[src/rtl/shift_arb_ctrl_if.sv]
// Bus bundle for shift_arb_ctrl: requester handshake, parallel words,
// serial chain pins and receive results. WIDTH must match the attached
// shift_arb_ctrl instance.
interface shift_arb_ctrl_if #(
  parameter int unsigned WIDTH = 8
);
  logic [1:0]       req;
  logic [WIDTH-1:0] data0;
  logic [WIDTH-1:0] data1;
  logic [1:0]       gnt;
  logic             busy;
  logic             sdo;
  logic             sframe;
  logic             sdi;
  logic [WIDTH-1:0] rx_data;
  logic             rx_valid;
  logic             rx_id;
  logic             rx_perr;

  // Requester / board side: drives requests, words and the returning stream.
  modport master (
    output req, data0, data1, sdi,
    input  gnt, busy, sdo, sframe, rx_data, rx_valid, rx_id, rx_perr
  );

  // Arbiter / sequencer side.
  modport slave (
    input  req, data0, data1, sdi,
    output gnt, busy, sdo, sframe, rx_data, rx_valid, rx_id, rx_perr
  );
endinterface

[src/rtl/shift_arb_ctrl.sv]
// shift_arb_ctrl: two-requester round-robin arbiter feeding a shared serial
// shift chain. The granted word is shifted out MSB-first on sdo while the
// returning sdi stream is captured into rx_data.
// Optional feature macro: SHIFT_ARB_CTRL_PARITY_EN appends an even-parity bit
// to every frame and checks the returned one (rx_perr); without it rx_perr
// is tied low.
module shift_arb_ctrl #(
  parameter int unsigned WIDTH = 8,
  parameter int unsigned GAP   = 1
) (
  input  logic           clk,
  input  logic           reset_n,
  shift_arb_ctrl_if.slave bus
);

`ifdef SHIFT_ARB_CTRL_PARITY_EN
  localparam int unsigned FLEN = WIDTH + 1;
`else
  localparam int unsigned FLEN = WIDTH;
`endif
  localparam int unsigned CNT_W    = $clog2(FLEN);
  localparam logic [3:0]  GAP_LOAD = (GAP > 0) ? 4'(GAP - 1) : 4'd0;

  typedef enum logic [1:0] {
    ST_IDLE,
    ST_SHIFT,
    ST_GAP
  } state_t;

  state_t           state;
  logic [FLEN-1:0]  tx_sr;
  logic [FLEN-2:0]  rx_sr;
  logic [CNT_W-1:0] bit_cnt;
  logic [3:0]       gap_cnt;
  logic             owner;
  logic             last;
  logic [WIDTH-1:0] rx_data_r;
  logic             rx_valid_r;
  logic             rx_id_r;

  logic             win;
  logic [1:0]       gnt_c;
  logic [WIDTH-1:0] sel_word;
  logic [FLEN-1:0]  load_frame;
  logic [FLEN-1:0]  rx_full;
  logic [WIDTH-1:0] rx_payload;

  // Round-robin pick: on contention the requester not served last wins.
  always_comb begin
    win   = (bus.req == 2'b11) ? ~last : bus.req[1];
    gnt_c = '0;
    if (reset_n && (state == ST_IDLE) && (bus.req != 2'b00)) begin
      gnt_c[win] = 1'b1;
    end
  end

  // Frame to load on grant and the completed receive word on the last edge.
  always_comb begin
    sel_word = win ? bus.data1 : bus.data0;
`ifdef SHIFT_ARB_CTRL_PARITY_EN
    load_frame = {sel_word, ^sel_word};
`else
    load_frame = sel_word;
`endif
    rx_full    = {rx_sr, bus.sdi};
    rx_payload = rx_full[FLEN-1 -: WIDTH];
  end

`ifdef SHIFT_ARB_CTRL_PARITY_EN
  logic rx_perr_r;
`endif

  // Sequencer FSM with its datapath registers and receive result registers.
  always_ff @(posedge clk or negedge reset_n) begin
    if (!reset_n) begin
      state      <= ST_IDLE;
      tx_sr      <= '0;
      rx_sr      <= '0;
      bit_cnt    <= '0;
      gap_cnt    <= '0;
      owner      <= 1'b0;
      last       <= 1'b1;
      rx_data_r  <= '0;
      rx_valid_r <= 1'b0;
      rx_id_r    <= 1'b0;
`ifdef SHIFT_ARB_CTRL_PARITY_EN
      rx_perr_r  <= 1'b0;
`endif
    end else begin
      rx_valid_r <= 1'b0;
      case (state)
        ST_IDLE: begin
          if (bus.req != 2'b00) begin
            tx_sr   <= load_frame;
            owner   <= win;
            last    <= win;
            bit_cnt <= CNT_W'(FLEN - 1);
            state   <= ST_SHIFT;
          end
        end
        ST_SHIFT: begin
          tx_sr <= {tx_sr[FLEN-2:0], 1'b0};
          rx_sr <= rx_full[FLEN-2:0];
          if (bit_cnt == '0) begin
            rx_data_r  <= rx_payload;
            rx_id_r    <= owner;
            rx_valid_r <= 1'b1;
`ifdef SHIFT_ARB_CTRL_PARITY_EN
            rx_perr_r  <= rx_full[0] ^ (^rx_payload);
`endif
            if (GAP == 0) begin
              state <= ST_IDLE;
            end else begin
              gap_cnt <= GAP_LOAD;
              state   <= ST_GAP;
            end
          end else begin
            bit_cnt <= bit_cnt - CNT_W'(1);
          end
        end
        ST_GAP: begin
          if (gap_cnt == '0) begin
            state <= ST_IDLE;
          end else begin
            gap_cnt <= gap_cnt - 4'd1;
          end
        end
        default: state <= ST_IDLE;
      endcase
    end
  end

  assign bus.gnt      = gnt_c;
  assign bus.busy     = (state != ST_IDLE);
  assign bus.sdo      = (state == ST_SHIFT) & tx_sr[FLEN-1];
  assign bus.sframe   = (state == ST_SHIFT);
  assign bus.rx_data  = rx_data_r;
  assign bus.rx_valid = rx_valid_r;
  assign bus.rx_id    = rx_id_r;
`ifdef SHIFT_ARB_CTRL_PARITY_EN
  assign bus.rx_perr  = rx_perr_r;
`else
  assign bus.rx_perr  = 1'b0;
`endif

endmodule

[src/flat_wrapper.sv]
// flat-port wrapper written by rule: the top's interface ports become plain ports
module shift_arb_ctrl_flat 
#(
  parameter int unsigned WIDTH = 8,
  parameter int unsigned GAP   = 1
)
  (clk, reset_n, bus_req, bus_data0, bus_data1, bus_sdi, bus_gnt, bus_busy, bus_sdo, bus_sframe, bus_rx_data, bus_rx_valid, bus_rx_id, bus_rx_perr);
  shift_arb_ctrl_if #(.WIDTH(WIDTH)) bus_i ();
  input  logic clk;
  input  logic reset_n;
  input wire logic [$bits(bus_i.req)-1:0] bus_req;
  input wire logic [$bits(bus_i.data0)-1:0] bus_data0;
  input wire logic [$bits(bus_i.data1)-1:0] bus_data1;
  input wire logic [$bits(bus_i.sdi)-1:0] bus_sdi;
  output wire logic [$bits(bus_i.gnt)-1:0] bus_gnt;
  output wire logic [$bits(bus_i.busy)-1:0] bus_busy;
  output wire logic [$bits(bus_i.sdo)-1:0] bus_sdo;
  output wire logic [$bits(bus_i.sframe)-1:0] bus_sframe;
  output wire logic [$bits(bus_i.rx_data)-1:0] bus_rx_data;
  output wire logic [$bits(bus_i.rx_valid)-1:0] bus_rx_valid;
  output wire logic [$bits(bus_i.rx_id)-1:0] bus_rx_id;
  output wire logic [$bits(bus_i.rx_perr)-1:0] bus_rx_perr;
  assign bus_i.req = bus_req;
  assign bus_i.data0 = bus_data0;
  assign bus_i.data1 = bus_data1;
  assign bus_i.sdi = bus_sdi;
  assign bus_gnt = bus_i.gnt;
  assign bus_busy = bus_i.busy;
  assign bus_sdo = bus_i.sdo;
  assign bus_sframe = bus_i.sframe;
  assign bus_rx_data = bus_i.rx_data;
  assign bus_rx_valid = bus_i.rx_valid;
  assign bus_rx_id = bus_i.rx_id;
  assign bus_rx_perr = bus_i.rx_perr;
  shift_arb_ctrl #(.WIDTH(WIDTH), .GAP(GAP)) u_core (.clk(clk), .reset_n(reset_n), .bus(bus_i));
endmodule
[config.mk]
export PLATFORM = sky130hd
export DESIGN_NAME = shift_arb_ctrl_flat
export DESIGN_NICKNAME = d
export VERILOG_FILES = /design/src/rtl/shift_arb_ctrl_if.sv /design/src/rtl/shift_arb_ctrl.sv /design/src/flat_wrapper.sv
export SDC_FILE = /design/constraint.sdc
export NUM_CORES = 1
export LEC_CHECK = 0
export CORE_UTILIZATION = 55
export DETAILED_ROUTE_END_ITERATION = 7
export PLACE_DENSITY = 0.84
export SLEW_MARGIN = 40
export SYNTH_ARGS = -nofsm -noshare
export SYNTH_HDL_FRONTEND = slang
export SYNTH_SLANG_ARGS = --single-unit
[constraint.sdc]
create_clock -name clk -period 2.4 [get_ports clk]
set_input_delay 0.48 -clock clk [delete_from_list [all_inputs] [get_ports clk]]
set_output_delay 0.48 -clock clk [all_outputs]
set_load 0.03 [all_outputs]
Word-level counts from Yosys, hierarchy flattened
Cells that the tools add are included.

operators by class
  equal/unequal tests = 8
  $lt $le $gt $ge = 2
  muxes and demuxes = 19
  add/subtract/negate cells = 2
  bitwise operators = 2
  reduce and logical (&&, ||, !) cells = 16

operators with widths
  operator                                                     count
  2-to-1 mux 8 bit                                             2
  case mux 8 bit (2 select lines)                              1
  AND reduction 3 bit                                          3
  2-to-1 mux 2 bit                                             4
  2-to-1 mux 4 bit                                             2
  case mux 4 bit (2 select lines)                              1
  nonzero test 2 bit                                           4
  2-to-1 mux 3 bit                                             2
  inequality test 2 bit (second input constant)                3
  case mux 2 bit (3 select lines)                              1
  case mux 3 bit (2 select lines)                              1
  AND reduction 2 bit                                          3
  == test 2 bit (second input constant)                        2
  zero test 4 bit                                              1
  2-to-1 mux 1 bit                                             4
  inequality test 2 x 1 -> 1 bit (second input constant)       2
  subtractor 4 x 1 -> 4 bit (second input constant)            1
  logical AND 1 bit                                            3
  zero test 3 bit                                              1
  subtractor 3 x 1 -> 3 bit (second input constant)            1
  == test 2 x 1 -> 1 bit (second input constant)               1
  zero test 2 bit                                              1
  less-than comparator 1 x 2 -> 1 bit (second input constant)  1
  AND 1 bit                                                    1
  other kinds (3)                                              3

word-level totals
  input bits = 21
  flip-flop bits (word level) = 36
  logic and storage cells = 59

Longest topological paths before layout
  depth in word-level cells = 7
  gate-level depth with buffers = 8

Least setup slack after synthesis
No wires, ideal clock.

  path kind = register to output
  start = register u_core.state[1]
  end = output bus_sdo
  data arrival time = 1.693 ns
  cell stages (with the launch flop) = 7
  buffers on the path = 3
  setup slack = 0.227 ns
  cells stage by stage = dfrtp_1 > inv_1 > ha_1 > buf_4 > buf_6 > buf_2 > and2_1

on the way
  longest elaborated chain between the ends = 2

ends and longest elaborated chain
  element                 RTL line               text
  start, declared         shift_arb_ctrl.sv:30   state_t state;
  start signal, assigned  shift_arb_ctrl.sv:76   state <= ST_IDLE;
  start signal, assigned  shift_arb_ctrl.sv:98   state <= ST_SHIFT;
  start signal, assigned  shift_arb_ctrl.sv:112  state <= ST_IDLE;
  == test 2 x 1 -> 1 bit  --
  named net bus_sframe    flat_wrapper.sv:18     output wire logic [$bits(bus_i.sframe)-1:0] bus_sframe;
  AND 1 bit               shift_arb_ctrl.sv:135  assign bus.sdo = (state == ST_SHIFT) & tx_sr[FLEN-1];
  end, declared           flat_wrapper.sv:17     output wire logic [$bits(bus_i.sdo)-1:0] bus_sdo;

The timed path passes the listed nets, and every way through them passes these cells.

Worst setup path after layout
  start = register u_core.state[0]
  end = output bus_gnt[0]

on the way
  longest elaborated chain between the ends = 4

ends and longest elaborated chain
  element                          RTL line              text
  zero test 2 bit                  shift_arb_ctrl.sv:52  if (reset_n && (state == ST_IDLE) && (bus.req != 2'b00)) begin
  logical AND 1 bit (2 in series)  shift_arb_ctrl.sv:52
  2-to-1 mux 2 bit                 shift_arb_ctrl.sv:52
  end, declared                    flat_wrapper.sv:15    output wire logic [$bits(bus_i.gnt)-1:0] bus_gnt;

No other way between the ends.

==> impl_metrics.py <==
metrics = {
    "routing": {
        "wl_per_cell_um": 15.83,
        "drtIter0Drc": 90,
        "drt-vias-per-instance": 5.846,
        "ant_nets": 0,
        "drc_errors": 0,
        "vias": 1520,
        "wl_mm": 4.116,
        "first_pass_iters": 4,
    },
    "global_routing": {
        "grt_start_max_net_pins": 37,
        "track_usage": 0.2455,
        "overflow": 0,
        "grt_pass1_wl_mm": 6.658,
        "grt_pass1_vias": 1485,
        "antenna_found_initial": 0,
    },
    "logic_synthesis": {
        "ys_ff_latch": 36,
        "synth-edff-count": 0,
        "yosys_warnings": 0,
        "netlist_area_sq_um": 1929,
        "synthFlopType": "dfrtp_1",
        "synth_cell_types": 41,
        "synthArstFlopShare": 1.000,
        "syn_inst": 174,
        "synth_fp_nets": 203,
        "synth.avg_cell_area_sq_um": 11.09,
        "ys_seq_area_frac": 0.4676,
    },
    "hold_path": {
        "min_path_type": "reg -> reg",
    },
    "floorplan": {
        "pin_count": 37,
        "dieWidth_um": 61.23,
        "core_area_sq_um": 3337,
        "rows": 21,
        "die-area_sq_um": 3749,
        "start_util": 0.5782,
        "dieHeight_um": 61.23,
    },
    "sta": {
        "fin_setup_tns_ps": 0,
        "setup_slack_ps": 196.2,
        "hold_ws_ps": 516.5,
        "fin_crit_ps": 2204,
        "fin_crit_sh": 0.9182,
        "skew_ps": 6.750,
        "clock.fmax_mhz": 453.8,
        "report.final.hold_viol_count": 0,
        "setup_viol": 0,
        "slew_headroom": 0.4672,
        "worst_slew_pin_slew_ps": 796.3,
        "rsz0062_at_grt": "no",
        "slew_violations": 0,
    },
    "worst_setup_path": {
        "crit_path_top_delay_cell": "dfrtp_1",
        "endpoint_kind": "output port",
        "cp_data_required_time_ps": 1920,
        "crit_chain": "inv_1 > ha_1 > buf_4 > nand2_1 > nor2_1 > buf_4",
        "cp.buffers_inverters": 3,
        "crit_family": "buffers and inverters",
        "cp_common_cell": "buf_4",
        "cp_slowest_stage_delay_ps": 430,
        "crit_arrival_ps": 1720,
        "start_kind": "register",
        "setup.worst_path.class": "reg -> out",
        "crit_fanout": 16,
    },
    "clocking": {
        "clkLatencyLatePin_ps": 340,
        "cts_root_buf": "clkbuf_4",
        "cts_buffer_depth": 2,
        "clkSlewWorstSetupHoldPaths_ps": 110,
        "htree_levels": 2,
        "numCtsBuffers": 5,
        "cts_tree": "done",
        "post_cts_buffers": 0,
        "cts.sinks": 36,
    },
    "pwr": {
        "power_switching_w": 0.001274,
        "pwr-share-comb": 0.526,
        "peakVddDrop_uv": 831.6,
        "p_per_area_nw_per_um2": 1310,
        "p_int_w": 0.001869,
        "seqPwrFrac": 0.338,
        "power_leakage_nw": 1.040,
        "p_clk_frac": 0.136,
        "p_sw_frac": 0.4053,
    },
    "cells_and_area": {
        "fillers": 251,
        "drive_gt1_frac": 0.2336,
        "final_util": 0.7188,
        "n_antenna_cell": 0,
        "finish.net_count": 242,
        "syn2layout_area_growth_pct": 24.32,
        "layout.cells.non_filler": 260,
    },
    "placement": {
        "dpl.cell_count": 252,
        "hpwlAfterDp_mm": 2.912,
        "pre_cts_ws_ps": 256.6,
        "place_congestion": 0.8146,
        "portBuffers": 35,
    },
    "status": {
        "outcome": "finished, final reports clean",
    },
    "flow_run": {
        "max-cap-violations": 0,
    },
}
==> power by group through the flow <==
stage               clock network [W]  registers (W)  logic (W)
global route                 0.000463        0.00110    0.00181
finish                       0.000427        0.00106    0.00165
global placement                    0        0.00105    0.00157
floorplan                           0        0.00111    0.00115
detailed placement                  0        0.00107    0.00163
CTS                          0.000437        0.00106    0.00165
==> routing by layer <==
metal | GRT usage | share of wire | vias up
li1 | - | - | 717
met1 | 0.3120 | 0.45 | 748
met2 | 0.3835 | 0.48 | 43
met3 | 0.07353 | 0.049 | 12
met4 | 0.1201 | 0.023 | 0
met5 | 0 | 0 | -
==> per-stage QoR <==
stage | total power, W | instance area (sq um)
5_1_grt | 0.003375 | 2399
3_3_place_gp | 0.002619 | 2316
6_report | 0.003143 | 2399
2_1_floorplan | 0.002262 | 1929
3_5_place_dp | 0.002708 | 2316
4_1_cts | 0.003148 | 2396
==> registers in the layout, indices dropped and copies added, names as in the netlist, 2 cells and up <==
name	count
u_core.bus.rx_data	8
u_core.gap_cnt	4
u_core.state	2
u_core.tx_sr	8
u_core.bit_cnt	3
u_core.rx_sr	7
==> cell families (layout without fill, tap and decap cells) <==
group / count (synthesis) / after routing / share of synthesized area
mux: 25 / 25 / 0.1479
compound gates: 45 / 45 / 0.1634
buf+inv: 17 / 57 / 0.04475
fa+ha+maj: 8 / 8 / 0.05188
flops: 36 / 36 / 0.4676
simple gates: 42 / 42 / 0.1226
other cells: 1 / 1 / 0.001944
==> cell usage after synthesis, types with 2 or more instances <==
cell	n	area (sq um)
mux2_2	22	247.7
a21oi_1	6	30.03
nand2_2	2	12.51
inv_1	8	30.03
clkbuf_1	2	7.510
and2_1	2	12.51
ha_1	8	100.1
nor3_1	3	15.01
a221oi_1	7	61.31
nand4b_1	2	17.52
buf_4	3	22.52
mux2_1	2	22.52
dfrtp_1	35	875.8
o22ai_1	15	93.84
nand2_1	7	26.28
nor2_1	12	45.04
nand3_1	3	15.01
nor2b_1	2	12.51
o21ai_0	8	40.04
buf_2	3	15.01
a31oi_1	2	12.51
==> layout by cell type (no fill, tap or decap), drive strengths merged, types with 2 or more instances in the layout <==
cell type	synthesis	routed
dfrtp	35	35
clkdlybuf4s50	0	30
mux2	25	25
o22ai	15	15
nor2	13	13
buf	7	10
nand2	9	9
inv	8	8
o21ai	8	8
ha	8	8
a221oi	8	8
a21oi	6	6
clkbuf	2	5
nor3	4	4
nand3	3	3
nor2b	3	3
and2	2	2
nand4b	2	2
a31oi	2	2
nand2b	2	2
==> area by class of cell <==
class | count | area (sq um) | share of cell area
flip-flops and latches | 36 | 902.1 | 0.3761
inverters | 8 | 30.03 | 0.01252
repair buffers | 41 | 387.9 | 0.1617
clock buffers | 5 | 37.54 | 0.01565
multi-input cells | 121 | 940.9 | 0.3923
well taps | 46 | 57.56 | 0.02400
clock inverters | 3 | 42.54 | 0.01774
==> timing repair <==
| action | CTS | global route |
|---|---|---|
| hold buffers | 0 | 0 |
| endpoints found under the setup margin | 0 | 1 |
| resized for setup | 0 | 1 |
==> worst paths after layout <==
path	startpoint	end	slack, ps	cells past startpoint
setup / recovery	u_core.state[0]$_DFFE_PN0P_	bus_gnt[0]	200	6
hold / removal	u_core.rx_sr[6]$_DFFE_PN0N_	u_core.rx_sr[6]$_DFFE_PN0N_	520	1
setup reg to reg	u_core.state[1]$_DFFE_PN0P_	u_core.bus.rx_data[2]$_DFFE_PN0P_	430	4
hold reg to reg	u_core.rx_sr[6]$_DFFE_PN0N_	u_core.rx_sr[6]$_DFFE_PN0N_	520	1
max in group asynchronous	reset_n	u_core.last$_DFFE_PN1P_	1460	2
min in group asynchronous	reset_n	u_core.tx_sr[5]$_DFFE_PN0P_	580	2
Note: power is estimated with default switching activity, not from simulation.
